[config.mk]
export PLATFORM = sky130hd
export DESIGN_NAME = disp_buf_arbiter_flat
export DESIGN_NICKNAME = d
export VERILOG_FILES = /design/src/rtl/disp_buf_arbiter_pkg.sv /design/src/rtl/disp_buf_arbiter_if.sv /design/src/rtl/disp_buf_arbiter_hex_to_seg7.sv /design/src/rtl/disp_buf_arbiter.sv /design/src/flat_wrapper.sv
export SDC_FILE = /design/constraint.sdc
export NUM_CORES = 1
export LEC_CHECK = 0
export ABC_AREA = 1
export BUFFER_PORTS_ARGS = -buffer_cell sky130_fd_sc_hd__buf_2
export CAP_MARGIN = 40
export CORE_ASPECT_RATIO = 0.6
export CORE_MARGIN = 2
export CORE_UTILIZATION = 50
export CTS_BUF_LIST = sky130_fd_sc_hd__clkbuf_16
export DETAILED_ROUTE_END_ITERATION = 10
export HOLD_SLACK_MARGIN = 0.12
export PLACE_DENSITY = 0.79
export SLEW_MARGIN = 15
export SYNTH_ARGS = -nofsm -noshare
export SYNTH_HDL_FRONTEND = slang
export SYNTH_HIERARCHICAL = 1
export SYNTH_SLANG_ARGS = --single-unit
[constraint.sdc]
create_clock -name clk -period 1.6 [get_ports clk]
set_input_delay 0.16 -clock clk [delete_from_list [all_inputs] [get_ports clk]]
set_output_delay 0.16 -clock clk [all_outputs]
set_load 0.01 [all_outputs]
[src/rtl/disp_buf_arbiter_pkg.sv]
// -----------------------------------------------------------------------------
// disp_buf_arbiter_pkg
// Shared constants and helpers for the seven-segment display buffer:
//   - blank / dash segment codes (active-low, bit7 = dp, bits6..0 = g..a)
//   - 16-entry hex-to-segment table
//   - ASCII range constants used by the UART character decoder
//   - digit slice helper (digit 0 is the leftmost, in the top byte)
// No ports (package).
// -----------------------------------------------------------------------------
package disp_buf_arbiter_pkg;

  localparam int NUM_DIGITS = 8;

  localparam logic [7:0] BLANK_CODE = 8'hFF;
  localparam logic [7:0] DASH_CODE  = 8'hBF;

  // Element n is the segment code for hex digit n; dp is kept off (bit7 = 1).
  localparam logic [15:0][7:0] HEX_SEG = {
    8'h8E, 8'h86, 8'hA1, 8'hC6, 8'h83, 8'h88, 8'h90, 8'h80,
    8'hF8, 8'h82, 8'h92, 8'h99, 8'hB0, 8'hA4, 8'hF9, 8'hC0
  };

  localparam logic [7:0] ASCII_SPACE = 8'h20;
  localparam logic [7:0] ASCII_0     = 8'h30;
  localparam logic [7:0] ASCII_9     = 8'h39;
  localparam logic [7:0] ASCII_UC_A  = 8'h41;
  localparam logic [7:0] ASCII_UC_F  = 8'h46;
  localparam logic [7:0] ASCII_LC_A  = 8'h61;
  localparam logic [7:0] ASCII_LC_F  = 8'h66;

  // Which requester received the most recent grant.
  typedef enum logic {
    GRANT_REQ0 = 1'b0,
    GRANT_REQ1 = 1'b1
  } grant_t;

  // Result of classifying an incoming ASCII byte.
  typedef enum logic [1:0] {
    ASC_HEX   = 2'd0,
    ASC_BLANK = 2'd1,
    ASC_DASH  = 2'd2
  } ascii_class_t;

  // LSB position of digit idx inside the 64-bit buffer: digit 0 -> bit 56.
  function automatic logic [5:0] digit_lsb(input logic [2:0] idx);
    return 6'd56 - {idx, 3'b000};
  endfunction

endpackage

[src/rtl/disp_buf_arbiter_if.sv]
// -----------------------------------------------------------------------------
// disp_buf_arbiter_if
// Bundles the two requester handshakes, the clear pulse and the display
// outputs of the display buffer arbiter.
//   master : requester / consumer side (drives clr, req*_valid and payloads)
//   slave  : the arbiter (drives req*_ready, display, disp_upd)
// Signals:
//   clr            synchronous clear pulse
//   req0_valid/data/ready    UART ASCII stream (shift-in from the right)
//   req1_valid/addr/nibble/ready  direct hex write to one digit
//   display        64-bit segment buffer, digit i at [63-8i : 56-8i]
//   disp_upd       one-cycle pulse the cycle after any buffer write
// -----------------------------------------------------------------------------
interface disp_buf_arbiter_if;
  logic        clr;
  logic        req0_valid;
  logic [7:0]  req0_data;
  logic        req0_ready;
  logic        req1_valid;
  logic [2:0]  req1_addr;
  logic [3:0]  req1_nibble;
  logic        req1_ready;
  logic [63:0] display;
  logic        disp_upd;

  modport master (
    output clr, req0_valid, req0_data, req1_valid, req1_addr, req1_nibble,
    input  req0_ready, req1_ready, display, disp_upd
  );

  modport slave (
    input  clr, req0_valid, req0_data, req1_valid, req1_addr, req1_nibble,
    output req0_ready, req1_ready, display, disp_upd
  );
endinterface

[src/rtl/disp_buf_arbiter_hex_to_seg7.sv]
// -----------------------------------------------------------------------------
// hex_to_seg7
// Combinational hex nibble to seven-segment code lookup (active-low, dp off).
// Ports:
//   i_nibble  in  4  hex value 0..F
//   o_code    out 8  segment code
// -----------------------------------------------------------------------------
module hex_to_seg7
  import disp_buf_arbiter_pkg::*;
(
  input  logic [3:0] i_nibble,
  output logic [7:0] o_code
);

  assign o_code = HEX_SEG[i_nibble];

endmodule

[src/rtl/disp_buf_arbiter.sv]
// -----------------------------------------------------------------------------
// disp_buf_arbiter
// Owns the 64-bit segment buffer feeding the 8-digit scan controller.
// Requester 0 (UART) scrolls ASCII characters in from the right; requester 1
// writes a hex nibble to one addressed digit. A round-robin arbiter grants at
// most one write per cycle; clr overrides both and blanks the buffer.
// Ports:
//   clk   in   system clock
//   rst   in   asynchronous, active-high reset
//   bus   slave modport of disp_buf_arbiter_if (handshakes, clr, display,
//         disp_upd)
// -----------------------------------------------------------------------------
module disp_buf_arbiter #(
  parameter logic [7:0] BLANK_CODE = disp_buf_arbiter_pkg::BLANK_CODE,
  parameter logic [7:0] DASH_CODE  = disp_buf_arbiter_pkg::DASH_CODE
) (
  input  logic                clk,
  input  logic                rst,
  disp_buf_arbiter_if.slave   bus
);
  import disp_buf_arbiter_pkg::*;

  logic [63:0]   r_display;
  logic          r_disp_upd;
  grant_t        r_last_grant;

  logic [3:0]    w_ascii_nibble;
  ascii_class_t  w_ascii_class;
  logic [7:0]    w_seg0;
  logic [7:0]    w_seg1;
  logic [7:0]    w_ascii_code;
  logic          w_arb_en;
  logic          w_grant0;
  logic          w_grant1;
  logic          w_write;
  logic [63:0]   w_display_next;

  // ---------------------------------------------------------------------------
  // ASCII classification: digits map directly, A-F / a-f map to 10..15 via
  // the low nibble (which is 1..6 for those letters), space blanks, anything
  // else shows a dash.
  // ---------------------------------------------------------------------------
  always_comb begin
    w_ascii_nibble = 4'h0;
    w_ascii_class  = ASC_DASH;
    if (bus.req0_data >= ASCII_0 && bus.req0_data <= ASCII_9) begin
      w_ascii_nibble = bus.req0_data[3:0];
      w_ascii_class  = ASC_HEX;
    end else if ((bus.req0_data >= ASCII_UC_A && bus.req0_data <= ASCII_UC_F) ||
                 (bus.req0_data >= ASCII_LC_A && bus.req0_data <= ASCII_LC_F)) begin
      w_ascii_nibble = bus.req0_data[3:0] + 4'd9;
      w_ascii_class  = ASC_HEX;
    end else if (bus.req0_data == ASCII_SPACE) begin
      w_ascii_class  = ASC_BLANK;
    end
  end

  hex_to_seg7 u_seg_ascii (
    .i_nibble (w_ascii_nibble),
    .o_code   (w_seg0)
  );

  hex_to_seg7 u_seg_direct (
    .i_nibble (bus.req1_nibble),
    .o_code   (w_seg1)
  );

  always_comb begin
    case (w_ascii_class)
      ASC_HEX:   w_ascii_code = w_seg0;
      ASC_BLANK: w_ascii_code = BLANK_CODE;
      default:   w_ascii_code = DASH_CODE;
    endcase
  end

  // ---------------------------------------------------------------------------
  // Round-robin arbitration. Grants are combinational so ready is a same-cycle
  // acknowledge; ready is forced low during reset and while clr is high.
  // On contention the requester that did not win last time is served.
  // ---------------------------------------------------------------------------
  assign w_arb_en = !rst && !bus.clr;
  assign w_grant0 = w_arb_en && bus.req0_valid &&
                    (!bus.req1_valid || r_last_grant == GRANT_REQ1);
  assign w_grant1 = w_arb_en && bus.req1_valid &&
                    (!bus.req0_valid || r_last_grant == GRANT_REQ0);
  assign w_write  = bus.clr || w_grant0 || w_grant1;

  assign bus.req0_ready = w_grant0;
  assign bus.req1_ready = w_grant1;

  // ---------------------------------------------------------------------------
  // Buffer next-state
  // ---------------------------------------------------------------------------
  always_comb begin
    w_display_next = r_display;
    if (bus.clr) begin
      w_display_next = {NUM_DIGITS{BLANK_CODE}};
    end else if (w_grant0) begin
      // New character enters at the right, leftmost digit falls off.
      w_display_next = {r_display[55:0], w_ascii_code};
    end else if (w_grant1) begin
      w_display_next[digit_lsb(bus.req1_addr) +: 8] = w_seg1;
    end
  end

  always_ff @(posedge clk or posedge rst) begin
    if (rst) begin
      r_display    <= {NUM_DIGITS{BLANK_CODE}};
      r_disp_upd   <= 1'b0;
      r_last_grant <= GRANT_REQ1;
    end else begin
      if (w_write) begin
        r_display <= w_display_next;
      end
      // Pulses on every write, even one that leaves the buffer unchanged.
      r_disp_upd <= w_write;
      if (w_grant0) begin
        r_last_grant <= GRANT_REQ0;
      end else if (w_grant1) begin
        r_last_grant <= GRANT_REQ1;
      end
    end
  end

  assign bus.display  = r_display;
  assign bus.disp_upd = r_disp_upd;

endmodule

[src/flat_wrapper.sv]
// flat-port wrapper written by rule: the top's interface ports become plain ports
module disp_buf_arbiter_flat import disp_buf_arbiter_pkg::*;
#(
  parameter logic [7:0] BLANK_CODE = disp_buf_arbiter_pkg::BLANK_CODE,
  parameter logic [7:0] DASH_CODE  = disp_buf_arbiter_pkg::DASH_CODE
)
  (clk, rst, bus_clr, bus_req0_valid, bus_req0_data, bus_req1_valid, bus_req1_addr, bus_req1_nibble, bus_req0_ready, bus_req1_ready, bus_display, bus_disp_upd);
  disp_buf_arbiter_if bus_i ();
  input  logic clk;
  input  logic rst;
  input wire logic [$bits(bus_i.clr)-1:0] bus_clr;
  input wire logic [$bits(bus_i.req0_valid)-1:0] bus_req0_valid;
  input wire logic [$bits(bus_i.req0_data)-1:0] bus_req0_data;
  input wire logic [$bits(bus_i.req1_valid)-1:0] bus_req1_valid;
  input wire logic [$bits(bus_i.req1_addr)-1:0] bus_req1_addr;
  input wire logic [$bits(bus_i.req1_nibble)-1:0] bus_req1_nibble;
  output wire logic [$bits(bus_i.req0_ready)-1:0] bus_req0_ready;
  output wire logic [$bits(bus_i.req1_ready)-1:0] bus_req1_ready;
  output wire logic [$bits(bus_i.display)-1:0] bus_display;
  output wire logic [$bits(bus_i.disp_upd)-1:0] bus_disp_upd;
  assign bus_i.clr = bus_clr;
  assign bus_i.req0_valid = bus_req0_valid;
  assign bus_i.req0_data = bus_req0_data;
  assign bus_i.req1_valid = bus_req1_valid;
  assign bus_i.req1_addr = bus_req1_addr;
  assign bus_i.req1_nibble = bus_req1_nibble;
  assign bus_req0_ready = bus_i.req0_ready;
  assign bus_req1_ready = bus_i.req1_ready;
  assign bus_display = bus_i.display;
  assign bus_disp_upd = bus_i.disp_upd;
  disp_buf_arbiter #(.BLANK_CODE(BLANK_CODE), .DASH_CODE(DASH_CODE)) u_core (.clk(clk), .rst(rst), .bus(bus_i));
endmodule
==> metrics, run 1 <==
total track usage 0.291; Nets roughly 800; vias per cell 5.86; Syn Nets 647; clk root buf clkbuf_16; buffers and inverters on the worst path 5; routability cong. 0.934; chip height between 70 and 80 um; number of diodes 0; Setup crit start kind register; Final Hold Violating Endpoints 0; dominant cell type by area after synthesis dfstp_2; Top Ports 87; RSZ-0062 raised after global routing true; HP Class in -> reg; ANT nets after route 0; Clock transition at path regs 60 ps; Netlist Area Pre-Place 4360 um^2; post-route setup TNS -926 ps; Setup CP Type reg -> reg; wire length on met2 6780 um; DPL Wire Length 9630 um; met3 routed WL 1830 um; CTS tree done; Syn-to-layout area delta 38.7%; row count 26; share of cells above drive strength 1 0.424; min-delay src bus_req1_valid; H-tree depth 3; Mean Syn Cell Area about 7.2 um^2; Core Region 8490 um^2; leakage ~2.7 nW; wl on met1 approximately 6100 um; drt pass-1 iters 7; clock sinks 66; Cell Chain, Critical Path inv_2 -> nand2_2 -> nand3_4 -> inv_4 -> buf_8 -> buf_12 -> clkbuf_16 -> a21oi_1 -> a31oi_1; Worst Path Max Fanout 10; uppermost layer routed met4; DRC Markers 0; Port Buffers 86; starting density of the core 0.513; max cap viols 0; Final Cycle Share 1.11; first-pass GRT wire length 22300 um; Max Freq 0.564 GHz; Initial DRC Count 633; pwr dens roughly 900 nW/um^2; Final Skew 5.18 ps; crit path capture type register; CP max stage delay 540 ps; Vias roughly 5100; Worst Path Required 1830 ps; total grt overflow 0; Synth top area share 0.392; via count of the first global-routing pass 4546; outcome finished with violations; sequential element share of the synthesized area 0.398; final wirelength around 15000 um; largest net degree at the start of global routing 42; die area 9500 um^2; initial antenna violation count 0; Routed WL per cell 17.5 um; Syn. warnings 6; Final Hold Slack ~230 ps; Synth Instances between 600 and 700; DP Area 5280 um^2; min Tclk post-route 1770 ps; Yosys reg bits 66; failing checks setup timing; CP startpoint u_core/r_last_grant; final instance area 6040 um^2; Clock Latency Late Sink 340 ps; final setup vio count 19; Crit path max-delay family buffers and inverters; max-slew violation count 0; worst setup margin -173 ps; Die X approximately 120 um; Worst EP arrival 2000 ps; count of cell types in the netlist 28; CTS Buf Count 9; pre-CTS setup slack -422 ps; final core utilization 0.712; Crit Reg-Reg Startpoint u_core/r_last_grant; Crit-path slowest cell dfstp_2; synth top area cells dfstp_2, nand2_1, nor2_1, a31oi_1, ha_1; Peak VDD IR between 0.6 and 0.7 mV; Max Root-Sink Buffers 2
[worst paths after layout]
path,to,slack (ps),cells after the start
setup / recovery,u_core/bus.display[33],-170,9
hold / removal,u_core/bus.disp_upd,230,3
hold reg to reg,u_core/bus.display[41],470,2
setup reg to reg,u_core/bus.display[33],-170,9
min in group asynchronous,u_core/bus.disp_upd,480,4
max in group asynchronous,u_core/bus.display[22],820,4
[power by group]
| part | internal [mW] | leakage, nW | total [mW] | switching, mW |
|---|---|---|---|---|
| clock network | 1.18 | 0.138 | 1.91 | 0.722 |
| logic | 0.550 | 1.89 | 1.41 | 0.858 |
| registers | 2.02 | 0.696 | 2.20 | 0.182 |
[cells in the final DEF, fill, tap and decap left out, drive strengths merged]
| cell type | n |
|---|---|
| clkbuf | 10 |
| clkinv | 3 |
| nor2 | 104 |
| bufinv | 1 |
| a21oi | 47 |
| o22ai | 2 |
| dfstp | 65 |
| nand3 | 48 |
| buf | 155 |
| nand2 | 178 |
| dfrtp | 1 |
| nand4 | 1 |
| nor3 | 1 |
| clkinvlp | 5 |
| conb | 2 |
| o21ai | 18 |
| ha | 20 |
| dlygate4sd3 | 1 |
| a31oi | 40 |
| inv | 52 |
| xnor2 | 1 |
[per-layer routing]
layer / vias to the layer above / track usage
li1: 2256 / -
met1: 2372 / 0.397
met2: 383 / 0.448
met3: 69 / 0.0758
met4: 0 / 0.106
met5: - / 0
[tightest hold or removal path, delay by kind of cell]
| family | cells | cell delay [ps] |
|---|---|---|
| AND/OR/NAND/NOR | 2 | 250 |
| buffers and inverters | 1 | 120 |
[state kept, by name (all words and copies together), names as in the netlist]
| name | cells |
|---|---|
| u_core/bus.disp_upd | 1 |
| u_core/r_last_grant | 1 |
| u_core/bus.display | 64 |
[cell type report]
cell class / instances / area, um^2
Multi-Input combinational cell: 462 / 2500
Tap cell: 112 / 140
Inverter: 54 / 234
Clock buffer: 9 / 225
Clock inverter: 7 / 61.3
Sequential cell: 66 / 1730
Fill cell: 606 / 2450
Timing Repair Buffer: 157 / 1150
[cells by family (layout without fill, tap and decap cells)]
logic type / Yosys count / after routing / synth area share
buffers and inverters: 79 / 227 / 0.0864
adder cells (fa/ha/maj): 20 / 20 / 0.0574
XOR/XNOR: 1 / 1 / 0.00201
AND/OR/NAND/NOR: 332 / 332 / 0.317
other: 2 / 2 / 0.00172
AO/OA/AOI/OAI: 107 / 107 / 0.138
flip-flops: 66 / 66 / 0.398
[cells in the mapped netlist, drive strengths merged]
cell / count
o21ai: 18
nor3: 1
nand2: 178
nor2: 104
ha: 20
o22ai: 2
a21oi: 47
dfstp: 65
buf: 19
xnor2: 1
inv: 54
nand3: 48
dfrtp: 1
nand4: 1
a31oi: 40
clkbuf: 6
conb: 2
[timing repair]
action,4_1_cts,5_1_grt
pin swaps,11,22
hold endpoints to repair,25,0
setup buffers,6,10
hold buffers,1,0
gates resized for setup,14,75
endpoints found under the setup margin,10,65
gates cloned,1,2
[metrics by stage]
stage	std cells	power (mW)
2_1_floorplan	607	2.87
3_3_place_gp	831	3.36
3_5_place_dp	831	3.40
4_1_cts	855	5.36
5_1_grt	867	5.75
6_report	867	5.51
Power figures use the tool's default switching activity.
==> run 2: changes to the inputs <==
GPL_TIMING_DRIVEN = 0   (was not set)
==> run 2 against run 1 <==
Net effect: the flow still finishes with violations (setup timing); die area is the same; utilization down 0.99 points; clock skew down 0.69 ps; sequential share of layout area rose by 0.40 points; hold slack got worse by 15 ps; critical path type unchanged; cell count shrank 2.4%; critical path depth did not move; sequential cell count stayed put; total power rose by 5.2%; via count down 1.4%; sequential power barely moved.
==> metrics, run 2 (synthesis results as in run 1) <==
outcome finished with violations; failing checks setup timing; largest net degree at the start of global routing 38 (-9.5%); met3 routed WL 1950 um (+6.9%); CTS Buf Count 9 (unchanged); CTS tree done; Gate power share 0.233 (-0.023); RSZ-0062 raised after global routing true; via count of the first global-routing pass 4589 (+0.95%); actual slew at the worst max-slew pin 799 ps; wire length on met2 6770 um (about the same); min Tclk post-route 1780 ps (+4.16 ps); most frequent cells in the layout nand2_1, nor2_1, buf_2; starting density of the core 0.513 (unchanged); wl on met1 6190 um (+2.3%); Final Hold Violating Endpoints 0 (unchanged); Top Ports 87 (unchanged); leakage 2.63 nW (-3.4%); Syn-to-layout area delta 36.8%; Core Region 8490 um^2 (unchanged); crit path capture type register; worst setup margin -177 ps (-4.16 ps); uppermost layer routed met4; share of cells above drive strength 1 0.429 (+0.00531); die area 9500 um^2 (unchanged); pwr dens 974 nW/um^2 (+6.7%); Setup crit start kind register; clock sinks 66 (unchanged); final setup vio count 42 (+23); max-slew violation count 0 (unchanged); Initial DRC Count 814 (+29%); row count 26 (unchanged); Worst Path Required 1860 ps (+30 ps); post-route setup TNS -2220 ps (-1290 ps); total grt overflow 0 (unchanged); total track usage 0.297 (+0.00691); HP Class in -> reg; Peak VDD IR 0.535 mV (-13%); Nets 769 (-2.7%); Sw Pwr 1.78 mW (+1.1%); Die X 125 um (unchanged); part of the power in the clock network 0.386 (+0.040); initial antenna violation count 0 (unchanged); Clock transition at path regs 50 ps (about the same); H-tree depth 3 (unchanged); Max Freq 0.563 GHz (-0.23%); most common cell after layout, fill and taps aside nand2_1; Worst Path Max Fanout 9 (-1); Worst EP arrival 2030 ps (+30 ps); first-pass GRT wire length 22700 um (+1.8%); internal power 4.02 mW (+7.1%); Final Skew 4.49 ps (-0.695 ps); pre-CTS setup slack -587 ps (-165 ps); ANT nets after route 0 (unchanged); DP Area 5020 um^2 (-4.9%); Total Power 5.80 mW (+5.2%); drt pass-1 iters 6 (-1); final wirelength 15300 um (+0.94%); max cap viols 0 (unchanged); clk root buf clkbuf_16; number of diodes 0 (unchanged); DRC Markers 0 (unchanged); Port Buffers 85 (-1.2%); Clock Latency Late Sink 340 ps (about the same); DPL Wire Length 9830 um (+2.1%); switch share 0.307 (-0.0124); vias per cell 5.92 (+1.0%); worst reg2reg setup slack -180 ps (about the same); Max Root-Sink Buffers 2 (unchanged); routability cong. 0.971 (+3.9%); slew margin rel. 0.467; Setup CP Type reg -> reg; Vias 5008 (-1.4%); Reg power frac 0.381 (-0.018); max FFs per register 64 (unchanged); Final Cycle Share 1.11 (+0.00260); Routed WL per cell 18.1 um (+3.4%); chip height 76.3 um (unchanged); final instance area 5960 um^2 (-1.4%)
[run 2: cell types whose count changed in the layout (fill, tap and decap cells not counted), sizes merged]
| cell | change |
|---|---|
| clkinv | +1 |
| clkinvlp | -3 |
| bufinv | +2 |
| buf | -27 |
| clkbuf | +6 |
[run 2: worst paths after layout]
check | cells after the start | to | from
min in group asynchronous | 3 | u_core/bus.disp_upd | rst
worst min register to register | 2 | u_core/bus.display[41] | u_core/bus.display[41]
worst max-delay path | 9 | u_core/bus.display[1] | u_core/r_last_grant
worst min-delay path | 3 | u_core/bus.disp_upd | bus_req1_valid
worst max register to register | 9 | u_core/bus.display[1] | u_core/r_last_grant
max in group asynchronous | 4 | u_core/bus.display[19] | rst
[run 2: metrics by stage]
stage / utilization / instances / hold slack (ps)
final: 0.702 / 846 / 217
after global routing: 0.702 / 846 / 229
after global placement: 0.589 / 804 / 472
after CTS: 0.662 / 837 / 169
after detailed placement: 0.591 / 805 / 301
after floorplan: - / 607 / 280
[run 2: worst max-delay path, cell delays in order, from the launching register on]
cell     delay [ps]
dfstp_2         540
inv_2            40
nand2_2          60
nand3_2          90
nand2_2         210
inv_4           130
nand2_4         150
nand2_2         150
nor2_1          230
a21oi_2         100
[run 2: cell type report]
class | count | area, um^2
Buffer | 25 | 213
Clock buffer | 9 | 225
Clock inverter | 7 | 108
Fill cell | 630 | 2530
Inverter | 54 | 233
Multi-Input combinational cell | 462 | 2590
Sequential cell | 66 | 1730
Tap cell | 112 | 140
Timing Repair Buffer | 111 | 718
[run 2: routing by layer]
metal	GRT usage	up-vias
met2	0.452	405
met5	0	-
met3	0.0990	63
met1	0.404	2323
met4	0.0944	0
li1	-	2217
[run 2: power by group through the flow]
stage | Sequential (mW) | Combinational (mW) | Clock (mW)
after floorplan | 2.26 | 0.613 | 0
after global placement | 2.20 | 1.09 | 0
after detailed placement | 2.21 | 1.13 | 0
after CTS | 2.19 | 1.20 | 2.24
after global routing | 2.23 | 1.46 | 2.34
final | 2.21 | 1.35 | 2.24
[run 2: timing repair]
action	CTS	global route
gates resized for setup	49	81
hold endpoints to repair	1	0
setup buffers	13	8
pin swaps	11	44
endpoints found under the setup margin	53	64
hold buffers	1	0
cloned	2	1
